===== src/rtl/ecc_pkg.sv =====
// Shared ECC definitions: default field width, element type and the
// decompressor's state encoding. Also used by the point_gen path.
package ecc_pkg;

  localparam int ECC_WIDTH = 5;

  typedef logic [ECC_WIDTH-1:0] felem_t;

  typedef enum logic [2:0] {
    IDLE,
    RHS1,
    RHS2,
    SEARCH,
    DONE
  } state_e;

endpackage


===== src/rtl/mod_mul.sv =====
// Combinational modular multiplier: r = (a * b) mod p.
// The product is formed at full 2*WIDTH precision before reduction so no
// high bits are lost for any operand pair below 2^WIDTH.
module mod_mul
  import ecc_pkg::*;
#(
  parameter int WIDTH = ECC_WIDTH
) (
  input  logic [WIDTH-1:0] a_i,
  input  logic [WIDTH-1:0] b_i,
  input  logic [WIDTH-1:0] p_i,
  output logic [WIDTH-1:0] r_o
);

  // Widen, multiply, reduce; the remainder is always < p so it fits WIDTH bits.
  assign r_o = WIDTH'(({{WIDTH{1'b0}}, a_i} * {{WIDTH{1'b0}}, b_i})
                      % {{WIDTH{1'b0}}, p_i});

endmodule


===== src/rtl/point_decompress.sv =====
// Compressed-point decoder: given (x, parity of y) recovers y on
// y^2 = x^3 + b mod p by evaluating the right-hand side and then scanning
// candidate roots one per cycle. A single mod_mul is shared by x^2, x^3
// and y^2, its operands selected by the current state.
module point_decompress
  import ecc_pkg::*;
#(
  parameter int WIDTH = ECC_WIDTH
) (
  input  logic             Clk,
  input  logic             Reset,
  input  logic [WIDTH-1:0] p,
  input  logic [WIDTH-1:0] b,
  input  logic             in_valid,
  output logic             in_ready,
  input  logic [WIDTH-1:0] in_x,
  input  logic             in_parity,
  output logic             out_valid,
  input  logic             out_ready,
  output logic [WIDTH-1:0] out_x,
  output logic [WIDTH-1:0] out_y,
  output logic             out_err
);

  state_e           state_q;
  logic [WIDTH-1:0] p_q;
  logic [WIDTH-1:0] b_q;
  logic [WIDTH-1:0] x_q;
  logic             par_q;
  logic [WIDTH-1:0] t_q;
  logic [WIDTH-1:0] rhs_q;
  logic [WIDTH-1:0] y_q;
  logic             in_ready_q;
  logic             out_valid_q;
  logic [WIDTH-1:0] out_x_q;
  logic [WIDTH-1:0] out_y_q;
  logic             out_err_q;

  logic [WIDTH-1:0] mul_a;
  logic [WIDTH-1:0] mul_b;
  logic [WIDTH-1:0] mul_r;
  logic [WIDTH:0]   rhs_sum;
  logic [WIDTH-1:0] rhs_d;
  logic [WIDTH-1:0] sel_y_d;
  logic             sel_err_d;

  mod_mul #(.WIDTH(WIDTH)) u_mod_mul (
    .a_i (mul_a),
    .b_i (mul_b),
    .p_i (p_q),
    .r_o (mul_r)
  );

  // Share the multiplier: x*x in RHS1, t*x in RHS2, y*y while searching.
  always_comb begin
    // NOTE: every always_comb output gets a default first so no path leaves it unassigned (no latch).
    mul_a = x_q;
    mul_b = x_q;
    case (state_q)
      RHS2:    mul_a = t_q;
      SEARCH: begin
        mul_a = y_q;
        mul_b = y_q;
      end
      default: ;
    endcase
  end

  // rhs = (x^3 mod p + b) mod p; both terms are < p, so one conditional subtract suffices.
  assign rhs_sum = {1'b0, mul_r} + {1'b0, b_q};
  assign rhs_d   = (rhs_sum >= {1'b0, p_q}) ? WIDTH'(rhs_sum - {1'b0, p_q})
                                            : rhs_sum[WIDTH-1:0];

  // Pick the root with the requested parity; a zero root has no odd partner.
  always_comb begin
    sel_y_d   = '0;
    sel_err_d = 1'b0;
    if (y_q == '0) begin
      sel_err_d = par_q;
    end else if (y_q[0] == par_q) begin
      sel_y_d = y_q;
    end else begin
      sel_y_d = p_q - y_q;
    end
  end

  // Control FSM and datapath registers, with registered handshake outputs.
  always_ff @(posedge Clk) begin
    // NOTE: sequential state uses non-blocking assignments so every register samples pre-edge values.
    if (Reset) begin
      state_q     <= IDLE;
      p_q         <= '0;
      b_q         <= '0;
      x_q         <= '0;
      par_q       <= 1'b0;
      t_q         <= '0;
      rhs_q       <= '0;
      y_q         <= '0;
      in_ready_q  <= 1'b1;
      out_valid_q <= 1'b0;
      out_x_q     <= '0;
      out_y_q     <= '0;
      out_err_q   <= 1'b0;
    end else begin
      case (state_q)
        IDLE: begin
          if (in_valid && in_ready_q) begin
            p_q        <= p;
            b_q        <= b;
            x_q        <= in_x;
            par_q      <= in_parity;
            in_ready_q <= 1'b0;
            if (in_x < p) begin
              state_q <= RHS1;
            end else begin
              // x outside the field: reject without touching the multiplier.
              state_q     <= DONE;
              out_valid_q <= 1'b1;
              out_x_q     <= in_x;
              out_y_q     <= '0;
              out_err_q   <= 1'b1;
            end
          end
        end
        RHS1: begin
          t_q     <= mul_r;
          state_q <= RHS2;
        end
        RHS2: begin
          rhs_q   <= rhs_d;
          y_q     <= '0;
          state_q <= SEARCH;
        end
        SEARCH: begin
          if (mul_r == rhs_q) begin
            state_q     <= DONE;
            out_valid_q <= 1'b1;
            out_x_q     <= x_q;
            out_y_q     <= sel_y_d;
            out_err_q   <= sel_err_d;
          end else if (y_q == p_q - WIDTH'(1)) begin
            // Every residue tried: rhs is a non-residue, x is not on the curve.
            state_q     <= DONE;
            out_valid_q <= 1'b1;
            out_x_q     <= x_q;
            out_y_q     <= '0;
            out_err_q   <= 1'b1;
          end else begin
            y_q <= y_q + WIDTH'(1);
          end
        end
        DONE: begin
          if (out_ready) begin
            state_q     <= IDLE;
            out_valid_q <= 1'b0;
            in_ready_q  <= 1'b1;
          end
        end
        default: state_q <= IDLE;
      endcase
    end
  end

  assign in_ready  = in_ready_q;
  assign out_valid = out_valid_q;
  assign out_x     = out_x_q;
  assign out_y     = out_y_q;
  assign out_err   = out_err_q;

endmodule

===== config.mk =====
export PLATFORM = sky130hd
export DESIGN_NAME = point_decompress
export DESIGN_NICKNAME = d
export VERILOG_FILES = /design/src/rtl/ecc_pkg.sv /design/src/rtl/mod_mul.sv /design/src/rtl/point_decompress.sv
export SDC_FILE = /design/constraint.sdc
export NUM_CORES = 1
export LEC_CHECK = 0
export CORE_MARGIN = 2
export CORE_UTILIZATION = 50
export CTS_CLUSTER_SIZE = 16
export DETAILED_ROUTE_END_ITERATION = 8
export GPL_TIMING_DRIVEN = 0
export PLACE_DENSITY = 0.71
export SYNTH_ARGS = -nofsm -noshare
export SYNTH_HDL_FRONTEND = slang
export SYNTH_HIERARCHICAL = 1
export SYNTH_SLANG_ARGS = --single-unit

===== constraint.sdc =====
create_clock -name Clk -period 61.4 [get_ports Clk]
set_input_delay 12.28 -clock Clk [delete_from_list [all_inputs] [get_ports Clk]]
set_output_delay 12.28 -clock Clk [all_outputs]
set_load 0.05 [all_outputs]

Yosys cells after proc, flatten, opt, wreduce, memory -nomap -nowiden
Cells that the tools add are included.
{"block": "totals", "elab_cells": 84, "register_bits": 47}
{"block": "classes", "eq_ne": 13, "add_sub_neg": 5, "n_lt_le_gt_ge": 2, "mux": 36, "mul": 1, "div_mod_pow": 1, "reduce_logical": 13}
{"op": "$mux 5", "n": 14}
{"op": "$pmux 5 s2", "n": 4}
{"op": "$mux 3", "n": 5}
{"op": "$pmux 3 s5", "n": 1}
{"op": "$eq 5x5->1", "n": 2}
{"op": "$mod 10x5->10", "n": 1}
{"op": "$mul 5x5->10", "n": 1}
{"op": "$ne 2x2->1 const B", "n": 5}
{"op": "$sub 5x5->5", "n": 2}
{"op": "$mux 1", "n": 9}
{"op": "$reduce_and 3->1", "n": 3}
{"op": "$add 5x5->6", "n": 1}
{"op": "$eq 3x2->1 const B", "n": 2}
{"op": "$ge 6x5->1", "n": 1}
{"op": "$reduce_bool 2->1", "n": 3}
{"op": "$add 5x1->5 const B", "n": 1}
{"op": "$logic_not 5->1", "n": 1}
{"op": "$lt 5x5->1", "n": 1}
{"op": "$reduce_and 5->1", "n": 1}
{"op": "$sub 5x1->5 const B", "n": 1}
{"op": "$pmux 1 s2", "n": 2}
{"op": "$reduce_and 4->1", "n": 1}
{"op": "$eq 3x1->1 const B", "n": 1}
{"op": "$eq 3x3->1 const B", "n": 1}
{"op": "7 further kinds", "n": 7}

Depth between registers and ports, before layout
Gate-level depths: netlist of the first run.
{"block": "logic_depth", "depth_word": 7, "mapped_depth": 105, "mapped_depth_nobuf": 98}

Hierarchy
Netlist of the first run, hierarchy kept.
{"mod": "point_decompress", "cells_each": 364, "instances": 1, "seq_area_each_um2": 940.9, "area_per_inst_um2": 3024.2}
{"mod": "mod_mul", "cells_each": 376, "instances": 1, "seq_area_each_um2": 0.0, "area_per_inst_um2": 2905.3}

Least setup slack after synthesis of the first run
No wires, ideal clock.
{"block": "synth_path", "path_kind": "reg2reg", "from": "register state_q[2]", "to": "register rhs_q[0]", "setup_ps": 71, "arrival_time_ps": 20259, "stages_incl_launch_ff": 98, "slack_ps": 41070, "n_path_buf": 7, "cell_sequence": "dfxtp_1 > clkbuf_1 > nand2b_1 > clkbuf_1 > nand2_1 > o21ai_0 > nand2_1 > fa_1 > fa_1 > inv_1 > fa_1 > ha_1 > o211ai_1 > o211a_1 > o211ai_1 > ha_1 > a21oi_1 > ha_1 > (+62 left out) > o311ai_1 > a211oi_4 > mux2i_1 > ha_1 > inv_1 > fa_1 > inv_1 > a21o_1 > a21oi_1 > xnor2_1 > ha_1 > and3_1 > nand3_1 > and4b_1 > clkbuf_1 > mux2i_1 > nand2_1 > a21oi_1"}
{"block": "synth_between", "elab_chain_len": 7, "elab_cells_between_ends": 10}
{"item": "start: declaration", "line": "point_decompress.sv:25", "source": "state_e state_q;"}
{"item": "start signal: assignment", "line": "point_decompress.sv:91", "source": "state_q <= IDLE;"}
{"item": "start signal: assignment", "line": "point_decompress.sv:114", "source": "state_q <= RHS1;"}
{"item": "start signal: assignment", "line": "point_decompress.sv:117", "source": "state_q <= DONE;"}
{"item": "$eq 3x2->1", "line": "point_decompress.sv:59", "source": "case (state_q)"}
{"item": "$pmux 5 s2 *", "line": "point_decompress.sv:59"}
{"item": "via mul_a[0]", "line": "point_decompress.sv:39", "source": "logic [WIDTH-1:0] mul_a;"}
{"item": "$mul 5x5->10 *", "line": "mod_mul.sv:16", "source": "assign r_o = WIDTH'(({{WIDTH{1'b0}}, a_i} * {{WIDTH{1'b0}}, b_i})"}
{"item": "$mod 10x5->10 *", "line": "mod_mul.sv:17", "source": "% {{WIDTH{1'b0}}, p_i});"}
{"item": "via mul_r[0]", "line": "point_decompress.sv:41", "source": "logic [WIDTH-1:0] mul_r;"}
{"item": "$add 5x5->6 *", "line": "point_decompress.sv:70", "source": "assign rhs_sum = {1'b0, mul_r} + {1'b0, b_q};"}
{"item": "$sub 5x5->5 or $ge 6x5->1 (tied branches)", "line": "point_decompress.sv:71", "source": "assign rhs_d = (rhs_sum >= {1'b0, p_q}) ? WIDTH'(rhs_sum - {1'b0, p_q})"}
{"item": "$mux 5 *", "line": "point_decompress.sv:71"}
{"item": "end signal: assignment", "line": "point_decompress.sv:130", "source": "rhs_q <= rhs_d;"}
{"item": "end: declaration", "line": "point_decompress.sv:31", "source": "logic [WIDTH-1:0] rhs_q;"}
The timed path passes the listed nets; every way through them passes the cells marked *.
A chain may end at the register's enable or synchronous reset.

Final worst setup path of the first run
Same ends and word-level chain as after synthesis.

==> results of run 1 <==
==> cell usage after synthesis, drive strengths merged (2+ instances only) <==
cell,count,area share
a2111oi,2,0.0040
a211o,3,0.0044
a211oi,10,0.016
a21boi,2,0.0025
a21o,16,0.020
a21oi,54,0.046
a31o,2,0.0030
a31oi,5,0.0053
and2,21,0.023
buf,8,0.0097
clkbuf,13,0.0082
dfxtp,47,0.16
fa,13,0.044
ha,81,0.17
inv,66,0.042
mux2,15,0.032
mux2i,28,0.048
nand2,88,0.056
nand2b,8,0.0084
nand3,10,0.0084
nand4b,2,0.0030
nor2,45,0.029
nor2b,9,0.0095
nor3,23,0.021
nor3b,5,0.0072
nor4,3,0.0032
o2111ai,4,0.0059
o211a,3,0.0051
o211ai,3,0.0038
o21a,24,0.032
o21ai,35,0.030
o221a,6,0.011
o311ai,3,0.0044
o31ai,4,0.0051
o32ai,5,0.014
or2,7,0.0074
or3,7,0.0074
or4b,2,0.0040
xnor2,27,0.040
xor2,11,0.018
==> worst min-delay path by stage <==
stage / end / slack, ps / cells after the start
after floorplan: b_q[0] / 440 / 2
after global placement: out_err / 450 / 1
after detailed placement: out_err / 460 / 1
after CTS: rhs_q[0] / 460 / 2
after global routing: rhs_q[0] / 480 / 2
final: out_err / 460 / 1
==> area by class of cell <==
class | instances | area (sq um) | area share
clock inverter | 2 | 60.1 | 0.00908
sequential | 47 | 941 | 0.142
timing repair buffer | 32 | 320 | 0.0484
multi-input combinational | 606 | 4630 | 0.700
tap | 143 | 179 | 0.0270
inverter | 66 | 248 | 0.0374
clock buffer | 6 | 129 | 0.0195
buffer | 21 | 106 | 0.0161
==> cell families (layout without fill, tap and decap cells) <==
family,after synthesis,in the layout,synth area share
xor+xnor,38,38,0.0574
flops,47,47,0.159
simple gates,239,239,0.200
compound gates,191,191,0.228
buf+inv,87,127,0.0597
mux,43,43,0.0796
fa+ha+maj,95,95,0.217
==> registers in the layout, summed over array words and instances, names as in the netlist <==
name       count
b_q            5
in_ready       1
out_err        1
out_valid      1
out_x          5
out_y          5
p_q            5
par_q          1
rhs_q          5
state_q        3
t_q            5
x_q            5
y_q            5
==> worst reg2reg max path, delay by kind of cell, from the launching register on <==
family	cells	cell delay, ps
AOI/OAI and AO/OA	38	8650
adders and majority gates	17	6210
and+or+nand+nor	19	3920
muxes	8	2630
buffers and inverters	11	1790
DFF	1	320
==> routing by layer <==
layer	vias up	GRT usage	share of wire
li1	2715	-	-
met1	2548	0.316	0.47
met2	80	0.395	0.48
met3	14	0.0214	0.039
met4	0	0.0423	0.0096
met5	-	0	0
==> metrics by stage <==
step           hold WS [ps]   util  instances  cell area [sq um]
2_1_floorplan           441      -        740               5930
3_3_place_gp            450  0.558        915               6430
3_5_place_dp            457  0.558        915               6430
4_1_cts                 464  0.575        923               6620
5_1_grt                 479  0.575        923               6620
6_report                465  0.575        923               6620
==> qor.csv, run 1 <==
stage;metric;value;unit
synth;mean post-synth cell area;8.01;sq um
timing;post-route setup TNS;0;ps
cts;H-tree levels;2;
synth;Post-synth EDFFs;0;
layout;Syn-to-layout area delta;11.6;%
detailed_routing;Pre-antenna DRT Iters;9;
detailed_routing;vias per inst;5.80;
timing;Final setup viols;0;
synth;post-synthesis instance total;740;
detailed_routing;# DRC;2;
cts;Num CTS Buffers;5;
critical_path;kind of critical path;flop to flop;
synth;synthesized flop and latch total;47;
place;HPWL Detailed;11.6;mm
global_routing;global-route usage over all layers;0.229;
critical_path;WP data required;61620;ps
synth;Synth Net Count;854;
detailed_routing;drt wl/cell;15.4;um
timing;min Tclk post-route;23600;ps
cts;CTS tree;done;
detailed_routing;initial DRC count;272;
critical_path;CP Launch Type;flop;
critical_path;CP endpoint kind;flop;
layout;most common cell after layout, fill and taps aside;nand2_1;
critical_path;reg2reg setup slack;37810;ps
synth;synth unique cells;80;
critical_path;WP buf/inv;11;
synth;post-synthesis sequential area ratio;0.159;
outcome;status;complete, but fails checks;
critical_path;worst reg2reg startpoint;state_q[2];
global_routing;total gr overflow;0;
timing;max-slew violations;0;
critical_path;CP Launch Point;state_q[2];
layout;most frequent cells in the layout;88 x nand2_1, 81 x ha_1, 65 x inv_1, 53 x a21oi_1, 47 x dfxtp_1;
critical_path;crit path max fanout;10;
timing;f_max;42.4;MHz
cts;clk buf depth;2;
min_path;HP Start;out_err;
critical_path;Worst path depth;93;
layout;layout cell share with drive strength beyond 1;0.0744;
critical_path;Crit-path slowest cell;o21ai_0;
timing;fin crit share;0.384;
critical_path;Critical Path Sink;rhs_q[0];
place;DP Worst Slack;38110;ps
global_routing;global-route wire length before repair;24.6;mm
detailed_routing;Antenna Nets Post-Route;0;
floorplan;Ports;33;
outcome;failing checks;design-rule violations;
place;Placer Congestion;0.871;
cts;clk slew on worst S/H paths;60;ps
layout;antenna diode count;0;
critical_path;RR Endpoint;rhs_q[0];
min_path;Hold WC Path Type;flop to flop;
floorplan;die width;113;um
cts;Post-CTS Setup Inserts;0;
timing;setup ws final;37810;ps
global_routing;vias in the first global route;5240;
global_routing;largest net degree at the start of global routing;15;
cts;clk_lat worst skew;290;ps
synth;Synth Flop Type;dfxtp_1;
cts;Sink Count;47;
floorplan;row count;39;
detailed_routing;total wire length;14.2;mm
critical_path;Reg2Reg Depth;93;
global_routing;initial antenna violation count;0;
floorplan;Die Y-Extent;113;um
critical_path;Worst EP arrival;23810;ps
detailed_routing;via count;5357;
timing;final hold vios;0;
floorplan;Initial Util;0.515;
cts;clk root buf;clkbuf_16;
synth;async set or reset register ratio after synthesis;0;
critical_path;crit-path leading delay family;compound AO/OA/AOI/OAI gates;
timing;Fin Clk Skew;5.97;ps
place;I/O Buffers;32;
floorplan;area of the core;0.0115;sq mm
cts;hold_buf cts;0;
synth;synthesized cell area;0.00593;sq mm
layout;nets;893;
timing;normalized max-slew margin;0.415;
timing;unrepaired setup endpoints after global routing;no;
critical_path;Most common cell on crit path;ha_1;
cts;post_cts resized;0;
timing;Worst-Margin Slew;869;ps
flow_run;max-capacitance violation count;0;
layout;# fillers;1061;
synth;Syn. warnings;6;
critical_path;max incr delay on CP;740;ps
floorplan;die area;0.0127;sq mm
Power of run 1 is left out: the tool's default activity adds up to more than one toggle a clock period on the data nets, which glitch-free logic cannot reach.
==> run 2, diff against run 1 <==
==> constraint.sdc (replaced) <==
create_clock -name Clk -period 22.7 [get_ports Clk]
set_input_delay 4.54 -clock Clk [delete_from_list [all_inputs] [get_ports Clk]]
set_output_delay 4.54 -clock Clk [all_outputs]
set_load 0.05 [all_outputs]
==> run 2 against run 1 <==
Compared with the run above:
- the flow still finishes with violations (design-rule violations)
- clock skew about the same
- utilization is 1.4 points higher
- clock-buffer cell count did not move
- global-route usage grew 0.12 points
- hold slack about the same
- sequential cell count stayed put
- fmax increased by 11%
- non-clock buffer count grew 5
- final cell count rose by 0.54%
- die area stayed put
- final area increased by 2.4%
- setup slack worse by 36000 ps
==> qor.csv, run 2 (synthesis results as in run 1) <==
stage;metric;value;unit;change
critical_path;Most common cell on crit path;ha_1;;unchanged
detailed_routing;initial DRC count;282;;was 272
place;HPWL Detailed;11.6;mm;unchanged
cts;Num CTS Buffers;5;;unchanged
cts;Sink Count;47;;unchanged
critical_path;CP Launch Type;flop;;unchanged
global_routing;largest net degree at the start of global routing;15;;unchanged
critical_path;kind of critical path;flop to flop;;unchanged
critical_path;WP data required;22860;ps;was 61620 ps
detailed_routing;Pre-antenna DRT Iters;9;;unchanged
layout;utilization after layout;0.588;;was 0.575
timing;min Tclk post-route;21340;ps;was 23600 ps
layout;# fillers;1041;;was 1061
critical_path;Worst EP arrival;21500;ps;was 23810 ps
cts;clk buf depth;2;;unchanged
cts;H-tree levels;2;;unchanged
global_routing;total gr overflow;0;;unchanged
floorplan;row count;39;;unchanged
global_routing;vias in the first global route;5253;;was 5240
timing;normalized max-slew margin;0.449;;was 0.415
cts;clk slew on worst S/H paths;60;ps;about the same
detailed_routing;total wire length;14.6;mm;was 14.2 mm
global_routing;global-route wire length before repair;24.7;mm;was 24.6 mm
timing;max-slew violations;0;;unchanged
place;Placer Congestion;0.871;;unchanged
floorplan;area of the core;0.0115;sq mm;unchanged
cts;clk root buf;clkbuf_16;;unchanged
floorplan;Initial Util;0.515;;unchanged
floorplan;Ports;33;;unchanged
detailed_routing;vias per inst;5.84;;was 5.80
flow_run;max-capacitance violation count;0;;unchanged
layout;layout cell share with drive strength beyond 1;0.110;;was 0.0744
detailed_routing;drt wl/cell;15.8;um;was 15.4 um
min_path;Hold WC Path Type;flop to flop;;unchanged
cts;clk_lat worst skew;290;ps;about the same
detailed_routing;# DRC;2;;unchanged
timing;Fin Clk Skew;5.64;ps;was 5.97 ps
timing;Final setup viols;0;;unchanged
layout;nets;898;;was 893
timing;Worst-Margin Slew;819;ps;was 869 ps
critical_path;crit path max fanout;10;;unchanged
global_routing;initial antenna violation count;0;;unchanged
timing;final hold vios;0;;unchanged
timing;fin crit share;0.940;;was 0.384
timing;f_max;46.9;MHz;was 42.4 MHz
detailed_routing;via count;5422;;was 5357
layout;Syn-to-layout area delta;14.3;%;was 11.6%
layout;most frequent cells in the layout;88 x nand2_1, 81 x ha_1, 65 x inv_1, 51 x a21oi_1, 47 x dfxtp_1;;was 88 x nand2_1, 81 x ha_1, 65 x inv_1, 53 x a21oi_1, 47 x dfxtp_1
cts;hold_buf cts;0;;unchanged
critical_path;CP endpoint kind;flop;;unchanged
place;placed insts;915;;unchanged
floorplan;die area;0.0127;sq mm;unchanged
outcome;failing checks;design-rule violations;;unchanged
floorplan;Die Y-Extent;113;um;unchanged
layout;final cell count without fillers;928;;was 923
layout;antenna diode count;0;;unchanged
layout;most common cell after layout, fill and taps aside;nand2_1;;unchanged
place;I/O Buffers;32;;unchanged
cts;CTS tree;done;;unchanged
floorplan;die width;113;um;unchanged
critical_path;max incr delay on CP;560;ps;was 740 ps
critical_path;Crit-path slowest cell;fa_1;;was o21ai_0
detailed_routing;Antenna Nets Post-Route;0;;unchanged
global_routing;global-route usage over all layers;0.230;;was 0.229
outcome;status;complete, but fails checks;;unchanged
-- run 2: what timing repair did --
item / 4_1_cts / 5_1_grt
gates resized for setup: 6 / 40
pin swaps: 2 / 5
setup buffers: 2 / 4
setup endpoints to repair: 5 / 25
-- run 2: metal layers --
metal | track usage | up-vias | routed length (um)
li1 | - | 2732 | -
met1 | 0.317 | 2584 | 6960
met2 | 0.398 | 90 | 7030
met3 | 0.0214 | 16 | 474
met4 | 0.0423 | 0 | 155
met5 | 0 | - | 0
-- run 2: final cells by class --
type / count / area [sq um] / share of cell area
Multi-Input combinational cell: 606 / 4740 / 0.699
Sequential cell: 47 / 941 / 0.139
Timing Repair Buffer: 38 / 365 / 0.0539
Inverter: 66 / 248 / 0.0366
Tap cell: 143 / 179 / 0.0264
Clock buffer: 6 / 129 / 0.0190
Buffer: 20 / 115 / 0.0170
Clock inverter: 2 / 60.1 / 0.00886
-- run 2: worst paths after layout --
path                            startpoint       end  slack [ps]  cells past startpoint
worst min register to register     out_err   out_err         460                      1
worst max register to register  state_q[2]  rhs_q[4]        1360                     97
worst max-delay path            state_q[2]  rhs_q[4]        1360                     97
worst min-delay path               out_err   out_err         460                      1
-- run 2: metrics by stage --
step | cell area [sq um] | hold WS (ps) | worst slack [ps] | TNS [ps]
after floorplan | 5930 | 441 | 2370 | 0
after global placement | 6430 | 450 | 73.9 | 0
after detailed placement | 6430 | 457 | -592 | -2740
after CTS | 6640 | 464 | 18.6 | 0
after global routing | 6780 | 482 | -106 | -269
final | 6780 | 465 | 1360 | 0
-- run 2: critical path, delay by kind of cell (launching register included) --
kind | cells | cell delay [ps]
xor+xnor | 1 | 140
mux | 7 | 2130
compound gates | 40 | 6910
flops | 1 | 360
simple gates | 21 | 4130
buf+inv | 11 | 1550
fa+ha+maj | 17 | 5920
Power of run 2 is left out for the same reason.
